[config.mk]
export PLATFORM = sky130hd
export DESIGN_NAME = ap_ctrl_sequencer_flat
export DESIGN_NICKNAME = d
export VERILOG_FILES = /design/src/rtl/ap_ctrl_sequencer_pkg.sv /design/src/rtl/ap_ctrl_sequencer_if.sv /design/src/rtl/ap_ctrl_sequencer_ts_fifo.sv /design/src/rtl/ap_ctrl_sequencer.sv /design/src/flat_wrapper.sv
export SDC_FILE = /design/constraint.sdc
export NUM_CORES = 1
export LEC_CHECK = 0
export BUFFER_PORTS_ARGS = -buffer_cell sky130_fd_sc_hd__buf_2
export CAP_MARGIN = 10
export CELL_PAD_IN_SITES_DETAIL_PLACEMENT = 1
export CELL_PAD_IN_SITES_GLOBAL_PLACEMENT = 1
export CORE_ASPECT_RATIO = 0.8
export CORE_MARGIN = 10
export CORE_UTILIZATION = 51
export CTS_CLUSTER_DIAMETER = 120
export DETAILED_ROUTE_END_ITERATION = 16
export PLACE_DENSITY = 0.95
export SLEW_MARGIN = 20
export SYNTH_ARGS = -nofsm -noshare
export SYNTH_HDL_FRONTEND = slang
export SYNTH_SLANG_ARGS = --single-unit
[constraint.sdc]
create_clock -name clock -period 9.07 [get_ports clock]
set_input_delay 2.721 -clock clock [delete_from_list [all_inputs] [get_ports clock]]
set_output_delay 2.721 -clock clock [all_outputs]
set_load 0.01 [all_outputs]
[src/rtl/ap_ctrl_sequencer_pkg.sv]
`default_nettype none
// ============================================================================
// Module   : ap_seq_pkg
// Purpose  : Shared types and defaults for the ap_ctrl_chain sequencer.
//            seq_state_t - sequencer FSM state encoding
//            c_def_cnt_w - default width of counters, timestamps, latencies
// Revision : 1.0 - initial release
// ============================================================================
package ap_seq_pkg;

    localparam int c_def_cnt_w = 32;

    typedef enum logic [1:0] {
        IDLE  = 2'd0,
        RUN   = 2'd1,
        DRAIN = 2'd2,
        DONE  = 2'd3
    } seq_state_t;

endpackage : ap_seq_pkg
`default_nettype wire

[src/rtl/ap_ctrl_sequencer_if.sv]
`default_nettype none
// ============================================================================
// Module   : ap_ctrl_sequencer_if
// Purpose  : Block-level ap_ctrl_chain handshake between a sequencer and an
//            HLS kernel.
//            ap_start    - start request            (sequencer -> kernel)
//            ap_ready    - inputs accepted          (kernel -> sequencer)
//            ap_done     - result valid             (kernel -> sequencer)
//            ap_continue - result consumed          (sequencer -> kernel)
//            modport master : sequencer side, modport slave : kernel side
// Revision : 1.0 - initial release
// ============================================================================
interface ap_ctrl_sequencer_if;

    logic ap_start;
    logic ap_ready;
    logic ap_done;
    logic ap_continue;

    modport master (
        output ap_start,
        output ap_continue,
        input  ap_ready,
        input  ap_done
    );

    modport slave (
        input  ap_start,
        input  ap_continue,
        output ap_ready,
        output ap_done
    );

endinterface : ap_ctrl_sequencer_if
`default_nettype wire

[src/rtl/ap_ctrl_sequencer_ts_fifo.sv]
`default_nettype none
// ============================================================================
// Module   : ts_fifo
// Purpose  : Small synchronous FIFO holding start timestamps of outstanding
//            transactions. The head entry is visible combinationally so the
//            retire logic can compute latency in the same cycle it pops.
// Ports    : clock, reset (async, active-low)
//            clear          - synchronous flush (pointers and count to zero)
//            push/push_data - write one entry (ignored when full)
//            pop            - discard head entry (ignored when empty)
//            head           - current head entry
//            full/empty/count - occupancy status
// Revision : 1.0 - initial release
// ============================================================================
module ts_fifo #(
    parameter int WIDTH = 32,
    parameter int DEPTH = 4
) (
    input  logic                     clock,
    input  logic                     reset,
    input  logic                     clear,
    input  logic                     push,
    input  logic [WIDTH-1:0]         push_data,
    input  logic                     pop,
    output logic [WIDTH-1:0]         head,
    output logic                     full,
    output logic                     empty,
    output logic [$clog2(DEPTH):0]   count
);

    localparam int c_aw = $clog2(DEPTH);

    logic [WIDTH-1:0] r_mem [DEPTH];
    logic [c_aw-1:0]  r_wr_ptr;
    logic [c_aw-1:0]  r_rd_ptr;
    logic [c_aw:0]    r_count;
    logic             w_push_ok;
    logic             w_pop_ok;

    assign w_push_ok = push && !full;
    assign w_pop_ok  = pop && !empty;

    assign full  = (r_count == (c_aw + 1)'(DEPTH));
    assign empty = (r_count == '0);
    assign count = r_count;
    assign head  = r_mem[r_rd_ptr];

    // DEPTH is a power of two, so the pointers wrap naturally.
    always_ff @(posedge clock or negedge reset) begin
        if (!reset) begin
            r_wr_ptr <= '0;
            r_rd_ptr <= '0;
            r_count  <= '0;
        end else if (clear) begin
            r_wr_ptr <= '0;
            r_rd_ptr <= '0;
            r_count  <= '0;
        end else begin
            if (w_push_ok) begin
                r_wr_ptr <= r_wr_ptr + c_aw'(1);
            end
            if (w_pop_ok) begin
                r_rd_ptr <= r_rd_ptr + c_aw'(1);
            end
            case ({w_push_ok, w_pop_ok})
                2'b10:   r_count <= r_count + (c_aw + 1)'(1);
                2'b01:   r_count <= r_count - (c_aw + 1)'(1);
                default: r_count <= r_count;
            endcase
        end
    end

    // Storage needs no reset: entries are only read while count says valid.
    always_ff @(posedge clock) begin
        if (w_push_ok && !clear) begin
            r_mem[r_wr_ptr] <= push_data;
        end
    end

endmodule : ts_fifo
`default_nettype wire

[src/rtl/ap_ctrl_sequencer.sv]
`default_nettype none
// ============================================================================
// Module   : ap_ctrl_sequencer
// Purpose  : Drives the ap_ctrl_chain handshake of an HLS kernel. On go it
//            issues num_trans starts (at most MAX_OUT outstanding), applies
//            sink backpressure through ap_continue, measures start-to-done
//            latency per transaction and raises finish once all retired.
// Ports    : clock, reset (async, active-low)
//            go, num_trans    - run request and transaction count
//            sink_ready       - downstream can take a result
//            bus (master)     - ap_start/ap_ready/ap_done/ap_continue
//            busy, finish     - RUN|DRAIN, DONE
//            start_cnt, done_cnt, cycle_cnt - run statistics
//            min_lat, max_lat - latency extremes over retired transactions
//            err              - sticky: ap_done retired with none outstanding
// Revision : 1.0 - initial release
// ============================================================================
module ap_ctrl_sequencer
    import ap_seq_pkg::*;
#(
    parameter int CNT_W   = c_def_cnt_w,
    parameter int MAX_OUT = 4
) (
    input  logic                 clock,
    input  logic                 reset,
    input  logic                 go,
    input  logic [CNT_W-1:0]     num_trans,
    input  logic                 sink_ready,
    ap_ctrl_sequencer_if.master  bus,
    output logic                 busy,
    output logic                 finish,
    output logic [CNT_W-1:0]     start_cnt,
    output logic [CNT_W-1:0]     done_cnt,
    output logic [CNT_W-1:0]     cycle_cnt,
    output logic [CNT_W-1:0]     min_lat,
    output logic [CNT_W-1:0]     max_lat,
    output logic                 err
);

    localparam int c_occ_w = $clog2(MAX_OUT) + 1;

    seq_state_t         r_state;
    seq_state_t         w_state_nxt;

    logic [CNT_W-1:0]   r_num_q;
    logic [CNT_W-1:0]   r_start_cnt;
    logic [CNT_W-1:0]   r_done_cnt;
    logic [CNT_W-1:0]   r_cycle_cnt;
    logic [CNT_W-1:0]   r_min_lat;
    logic [CNT_W-1:0]   r_max_lat;
    logic               r_err;

    logic               w_active;
    logic               w_go_ok;
    logic               w_ap_start;
    logic               w_ap_continue;
    logic               w_accept;
    logic               w_retire_req;
    logic               w_retire;
    logic               w_retire_err;
    logic               w_start_last;
    logic               w_done_last;
    logic [CNT_W-1:0]   w_head_ts;
    logic [CNT_W-1:0]   w_lat;
    logic [c_occ_w-1:0] w_count;
    logic               w_empty;
    logic               w_full_unused;

    // ------------------------------------------------------------------
    // Handshake decode. ap_start depends on registers only, so a kernel
    // that ties ap_ready to ap_start cannot form a combinational loop.
    // ------------------------------------------------------------------
    assign w_active      = (r_state == RUN) || (r_state == DRAIN);
    assign w_go_ok       = go && ((r_state == IDLE) || (r_state == DONE));
    assign w_ap_start    = (r_state == RUN) && (r_start_cnt < r_num_q)
                           && (w_count < c_occ_w'(MAX_OUT));
    assign w_ap_continue = w_active && sink_ready;

    assign w_accept      = w_ap_start && bus.ap_ready;
    assign w_retire_req  = bus.ap_done && w_ap_continue;
    // A retire against an empty FIFO is an error even if a push lands in
    // the same cycle; the new timestamp is never bypassed to the pop.
    assign w_retire      = w_retire_req && !w_empty;
    assign w_retire_err  = w_retire_req && w_empty;

    // Modular subtraction keeps latency correct across cycle_cnt wrap.
    assign w_lat         = r_cycle_cnt - w_head_ts;

    assign w_start_last  = w_accept && ((r_start_cnt + CNT_W'(1)) == r_num_q);
    assign w_done_last   = w_retire && ((r_done_cnt + CNT_W'(1)) == r_num_q);

    assign bus.ap_start    = w_ap_start;
    assign bus.ap_continue = w_ap_continue;

    // ------------------------------------------------------------------
    // Timestamp FIFO: one entry per outstanding transaction.
    // ------------------------------------------------------------------
    ts_fifo #(
        .WIDTH (CNT_W),
        .DEPTH (MAX_OUT)
    ) u_ts_fifo (
        .clock     (clock),
        .reset     (reset),
        .clear     (w_go_ok),
        .push      (w_accept),
        .push_data (r_cycle_cnt),
        .pop       (w_retire),
        .head      (w_head_ts),
        .full      (w_full_unused),
        .empty     (w_empty),
        .count     (w_count)
    );

    // ------------------------------------------------------------------
    // FSM: state register
    // ------------------------------------------------------------------
    always_ff @(posedge clock or negedge reset) begin
        if (!reset) begin
            r_state <= IDLE;
        end else begin
            r_state <= w_state_nxt;
        end
    end

    // ------------------------------------------------------------------
    // FSM: next state
    // ------------------------------------------------------------------
    always_comb begin
        w_state_nxt = r_state;
        case (r_state)
            IDLE, DONE: begin
                if (w_go_ok) begin
                    w_state_nxt = (num_trans == '0) ? DONE : RUN;
                end
            end
            RUN: begin
                // done_cnt can only reach num_q once every start is issued,
                // so RUN leaves only on the last accept; a coincident last
                // retire skips DRAIN entirely.
                if (w_start_last) begin
                    w_state_nxt = w_done_last ? DONE : DRAIN;
                end
            end
            DRAIN: begin
                if (w_done_last) begin
                    w_state_nxt = DONE;
                end
            end
            default: w_state_nxt = IDLE;
        endcase
    end

    // ------------------------------------------------------------------
    // Counters, latency extremes and error flag
    // ------------------------------------------------------------------
    always_ff @(posedge clock or negedge reset) begin
        if (!reset) begin
            r_num_q     <= '0;
            r_start_cnt <= '0;
            r_done_cnt  <= '0;
            r_cycle_cnt <= '0;
            r_min_lat   <= '1;
            r_max_lat   <= '0;
            r_err       <= 1'b0;
        end else if (w_go_ok) begin
            r_num_q     <= num_trans;
            r_start_cnt <= '0;
            r_done_cnt  <= '0;
            r_cycle_cnt <= '0;
            r_min_lat   <= '1;
            r_max_lat   <= '0;
            r_err       <= 1'b0;
        end else begin
            if (w_active) begin
                r_cycle_cnt <= r_cycle_cnt + CNT_W'(1);
            end
            if (w_accept) begin
                r_start_cnt <= r_start_cnt + CNT_W'(1);
            end
            if (w_retire) begin
                r_done_cnt <= r_done_cnt + CNT_W'(1);
                if (w_lat < r_min_lat) begin
                    r_min_lat <= w_lat;
                end
                if (w_lat > r_max_lat) begin
                    r_max_lat <= w_lat;
                end
            end
            if (w_retire_err) begin
                r_err <= 1'b1;
            end
        end
    end

    assign busy      = w_active;
    assign finish    = (r_state == DONE);
    assign start_cnt = r_start_cnt;
    assign done_cnt  = r_done_cnt;
    assign cycle_cnt = r_cycle_cnt;
    assign min_lat   = r_min_lat;
    assign max_lat   = r_max_lat;
    assign err       = r_err;

endmodule : ap_ctrl_sequencer
`default_nettype wire

[src/flat_wrapper.sv]
// flat-port wrapper written by rule: the top's interface ports become plain ports
module ap_ctrl_sequencer_flat import ap_seq_pkg::*;
#(
    parameter int CNT_W   = c_def_cnt_w,
    parameter int MAX_OUT = 4
)
  (clock, reset, go, num_trans, sink_ready, busy, finish, start_cnt, done_cnt, cycle_cnt, min_lat, max_lat, err, bus_ap_start, bus_ap_continue, bus_ap_ready, bus_ap_done);
  ap_ctrl_sequencer_if bus_i ();
  input  logic clock;
  input  logic reset;
  input  logic go;
  input  logic [CNT_W-1:0] num_trans;
  input  logic sink_ready;
  output logic busy;
  output logic finish;
  output logic [CNT_W-1:0] start_cnt;
  output logic [CNT_W-1:0] done_cnt;
  output logic [CNT_W-1:0] cycle_cnt;
  output logic [CNT_W-1:0] min_lat;
  output logic [CNT_W-1:0] max_lat;
  output logic err;
  output wire logic [$bits(bus_i.ap_start)-1:0] bus_ap_start;
  output wire logic [$bits(bus_i.ap_continue)-1:0] bus_ap_continue;
  input wire logic [$bits(bus_i.ap_ready)-1:0] bus_ap_ready;
  input wire logic [$bits(bus_i.ap_done)-1:0] bus_ap_done;
  assign bus_ap_start = bus_i.ap_start;
  assign bus_ap_continue = bus_i.ap_continue;
  assign bus_i.ap_ready = bus_ap_ready;
  assign bus_i.ap_done = bus_ap_done;
  ap_ctrl_sequencer #(.CNT_W(CNT_W), .MAX_OUT(MAX_OUT)) u_core (.clock(clock), .reset(reset), .go(go), .num_trans(num_trans), .sink_ready(sink_ready), .bus(bus_i), .busy(busy), .finish(finish), .start_cnt(start_cnt), .done_cnt(done_cnt), .cycle_cnt(cycle_cnt), .min_lat(min_lat), .max_lat(max_lat), .err(err));
endmodule
==> run_results.csv <==
group,metric,value,unit
run_status,outcome,"completed",
sta,grt_setup_unrepaired,"no",
clock_tree,cts.repair.resized,0,
drt,postRouteAntennaNets,0,
synthesis,yosysWarnings,0,
worst_hold_path,holdPathEnd,"u_core.min_lat[14]",
synthesis,yosysSeqAreaShare,0.442,
synthesis,synth_top_area_cell,"dfrtp_1",
worst_hold_path,hp-class,"reg -> reg",
worst_hold_path,hold_depth,2,
critical_path,cp_data_required_time,9.51,ns
drt,dr_total_vias,19100,
sta,relSlewSlack,0.296,
sta,hold_violations,0,
sta,timing.final.crit_period,7.42,ns
critical_path,crit_family,"compound AO/OA/AOI/OAI gates",
sta,max_freq,0.135,GHz
floorplanning,pin_count,203,
critical_path,path_max_fanout,27,
layout,design_area,22900,um2
synthesis,synthArstFlopShare,0.612,
critical_path,reg2reg_to,"u_core.max_lat[24]",
synthesis,syn_avg_cell_area,10.1,um2
clock_tree,clock_latency,0.57,ns
layout,fillers,4294,
drt,first_pass_iters,6,
grt,antenna_found_initial,2,
drt,drt-initial-drc-count,2558,
grt,grtUsageTotal,0.347,
critical_path,critPathMaxStageDelay,0.96,ns
layout,area_growth,13.3,%
synthesis,synth-seq-cells,330,
clock_tree,ctsHoldBuffers,0,
critical_path,end_kind,"register",
worst_hold_path,min_from,"u_core.min_lat[14]",
synthesis,synthCells,2005,
drt,route.detailed.drc,0,
pwr,ir_drop,143,uV
clock_tree,clock-sinks,330,
sta,finalSetupTns,0,ns
synthesis,synth.cell_area,20200,um2
sta,maxSlewViolCount,0,
critical_path,critPathBufInv,2,
grt,grt_pass1_vias,20300,
critical_path,reg2reg_depth,16,
placed_design,io_buffers,202,
sta,post-route-period-util,0.818,
critical_path,reg2reg_from,"u_core.u_ts_fifo.r_rd_ptr[0]",
synthesis,synth_edf_count,128,
pwr,power_density,280,nW/um2
clock_tree,cts_buffers,37,
flow_run,cap_viol_max_count,0,
placed_design,hpwl,55.9,mm
floorplanning,start_util,0.515,
drt,detail_route.wirelength,85.6,mm
clock_tree,tritoncts,"yes",
critical_path,arrival,7.86,ns
sta,tightest_slew,1.06,ns
floorplanning,rows,65,
synthesis,netlist-cell-type-count,85,
floorplanning,die-area,48100,um2
clock_tree,cts-root-buf,"clkbuf_16",
sta,skew,0.0299,ns
pwr,leakagePower,0.0104,uW
synthesis,syn_nets,2181,
layout,final_layout_size_suffix_gt1_frac,0.169,
clock_tree,cts_buffer_depth,3,
synthesis,ys_top_cells_by_area,"dfrtp_1 21%, edfxtp_1 19%, ha_1 8.4%",
layout,fin_nets,2351,
critical_path,rrSetupSlack,1.65,ns
clock_tree,post-cts-setup-buffer-count,0,
floorplanning,die_h,198,um
synthesis,ys.flop_type,"dfrtp_1",
critical_path,crit_chain,"mux4_2, inv_1, ha_1, a2111oi_0, a211oi_1, a21oi_1, a21oi_1, a2111oi_0, a311oi_1, ha_1, nand4_1, nor4_1, o21ai_0, a21boi_4, buf_4, mux2_2",
critical_path,path_class,"reg -> reg",
critical_path,cp-start-kind,"register",
placed_design,place.gp.congestion,0.932,
grt,grt_pass1_wl,129,mm
clock_tree,htreeDepth,2,
floorplanning,fp.coreArea,39300,um2
sta,setup_violations,0,
clock_tree,clkTransAtPathRegs,0.06,ns
critical_path,cp_slowest_cell,"dfrtp_2",
grt,grt_max_degree,106,
grt,grt-ovfl-total,0,
drt,via_per_inst,6.96,
synthesis,post-synth-top-area-fraction,0.210,
drt,wire_per_inst,31.2,um
placed_design,dpl_cell_area,21700,um2
floorplanning,die_x,243,um
## sequential cells by signal, indices dropped and copies added, names as in the netlist, 3 cells and up
| register | count |
|---|---|
| u_core.done_cnt | 32 |
| u_core.u_ts_fifo.count | 3 |
| u_core.max_lat | 32 |
| u_core.start_cnt | 32 |
| u_core.min_lat | 32 |
| u_core.cycle_cnt | 32 |
| u_core.r_num_q | 32 |
| u_core.u_ts_fifo.r_mem | 128 |
## Yosys cell counts (all sizes together) (8+ instances only)
master / instances
a2111oi: 8
a211oi: 17
a21o: 38
a21oi: 62
a31oi: 10
and2: 16
and3: 27
and4: 15
buf: 30
clkbuf: 61
dfrtp: 170
dfstp: 32
edfxtp: 128
ha: 136
inv: 170
mux2i: 62
mux4: 32
nand2: 172
nand2b: 18
nand3: 72
nand4: 61
nor2: 144
nor2b: 16
nor3: 28
nor4: 31
o211ai: 26
o21a: 20
o21ai: 119
o31ai: 33
or4: 8
xnor2: 85
xor2: 64
## area by class of cell
| cell class | count | area [um2] | area share |
|---|---|---|---|
| Clock inverter | 13 | 140 | 0.00611 |
| Multi-Input combinational cell | 1414 | 10300 | 0.450 |
| Tap cell | 536 | 671 | 0.0293 |
| Timing Repair Buffer | 222 | 1180 | 0.0516 |
| Inverter | 170 | 638 | 0.0278 |
| Antenna cell | 1 | 2.50 | 0.000109 |
| Clock buffer | 55 | 1040 | 0.0456 |
| Sequential cell | 330 | 8940 | 0.390 |
## power breakdown
group,internal (uW),switching [uW]
clock network,863,682
logic,919,1710
registers,1830,409
total,3610,2800
## logic make-up after synthesis
kind of cell / count (synthesis) / share of synthesized area
flip-flops: 330 / 0.442
AO/OA/AOI/OAI: 398 / 0.130
AND/OR/NAND/NOR: 633 / 0.160
multiplexers: 96 / 0.0674
buffers and inverters: 261 / 0.0497
XOR/XNOR: 149 / 0.0645
adder cells (fa/ha/maj): 138 / 0.0861
## worst reg2reg max path, delay by kind of cell (launching register included)
| family | cells | cell delay, ns |
|---|---|---|
| and+or+nand+nor | 2 | 0.49 |
| muxes | 2 | 1.01 |
| DFF | 1 | 0.96 |
| adders and majority gates | 2 | 0.69 |
| buffers and inverters | 2 | 0.57 |
| AOI/OAI and AO/OA | 8 | 3.58 |
## worst max-delay path by stage
| stage | start | end | slack, ns | cells after the start |
|---|---|---|---|---|
| after floorplan | u_core.u_ts_fifo.r_rd_ptr[0] | u_core.min_lat[11] | 3.13 | 21 |
| after global placement | u_core.u_ts_fifo.r_rd_ptr[0] | u_core.min_lat[30] | 2.46 | 19 |
| after detailed placement | u_core.u_ts_fifo.r_rd_ptr[0] | u_core.min_lat[21] | 2.01 | 16 |
| after CTS | u_core.u_ts_fifo.r_rd_ptr[0] | u_core.min_lat[21] | 1.68 | 16 |
| after global routing | u_core.u_ts_fifo.r_rd_ptr[0] | u_core.max_lat[24] | 1.12 | 17 |
| final | u_core.u_ts_fifo.r_rd_ptr[0] | u_core.max_lat[24] | 1.65 | 16 |
## cell usage in the layout (no fill, tap or decap), types with 24 or more instances in the layout
cell type,synthesis,layout
o21ai_0,119,119
mux2i_1,62,62
mux4_2,32,32
o31ai_1,32,32
dfstp_2,32,32
dfrtp_1,170,169
nand3_1,72,72
a21o_1,38,38
xor2_1,64,64
xnor2_1,85,85
edfxtp_1,128,128
o211ai_1,26,26
clkbuf_16,0,38
a21oi_1,61,61
nor2_1,144,144
inv_1,170,170
nor3_1,27,27
nand2_1,172,171
nor4_1,24,24
ha_1,136,136
nand4_1,57,57
and3_1,26,26
buf_2,18,201
## per-stage QoR
step | worst slack, ns | util | instances | power, uW | hold slack, ns
finish | 1.65 | 0.584 | 2741 | 6410 | 0.553
global route | 1.12 | 0.583 | 2740 | 6610 | 0.560
CTS | 1.68 | 0.583 | 2738 | 6260 | 0.548
detailed placement | 2.01 | 0.553 | 2670 | 4590 | 0.539
global placement | 2.46 | 0.553 | 2670 | 4300 | 0.520
floorplan | 3.13 | - | 2005 | 3580 | 0.493
## routing by layer
layer  share of wire  track usage  routed length, um
met5         0.00036            0                 31
met4           0.071        0.222               6060
met2            0.45        0.540              38300
met3            0.12        0.108               9940
met1            0.36        0.416              31200
No activity file was read; power rests on OpenSTA's default activity.
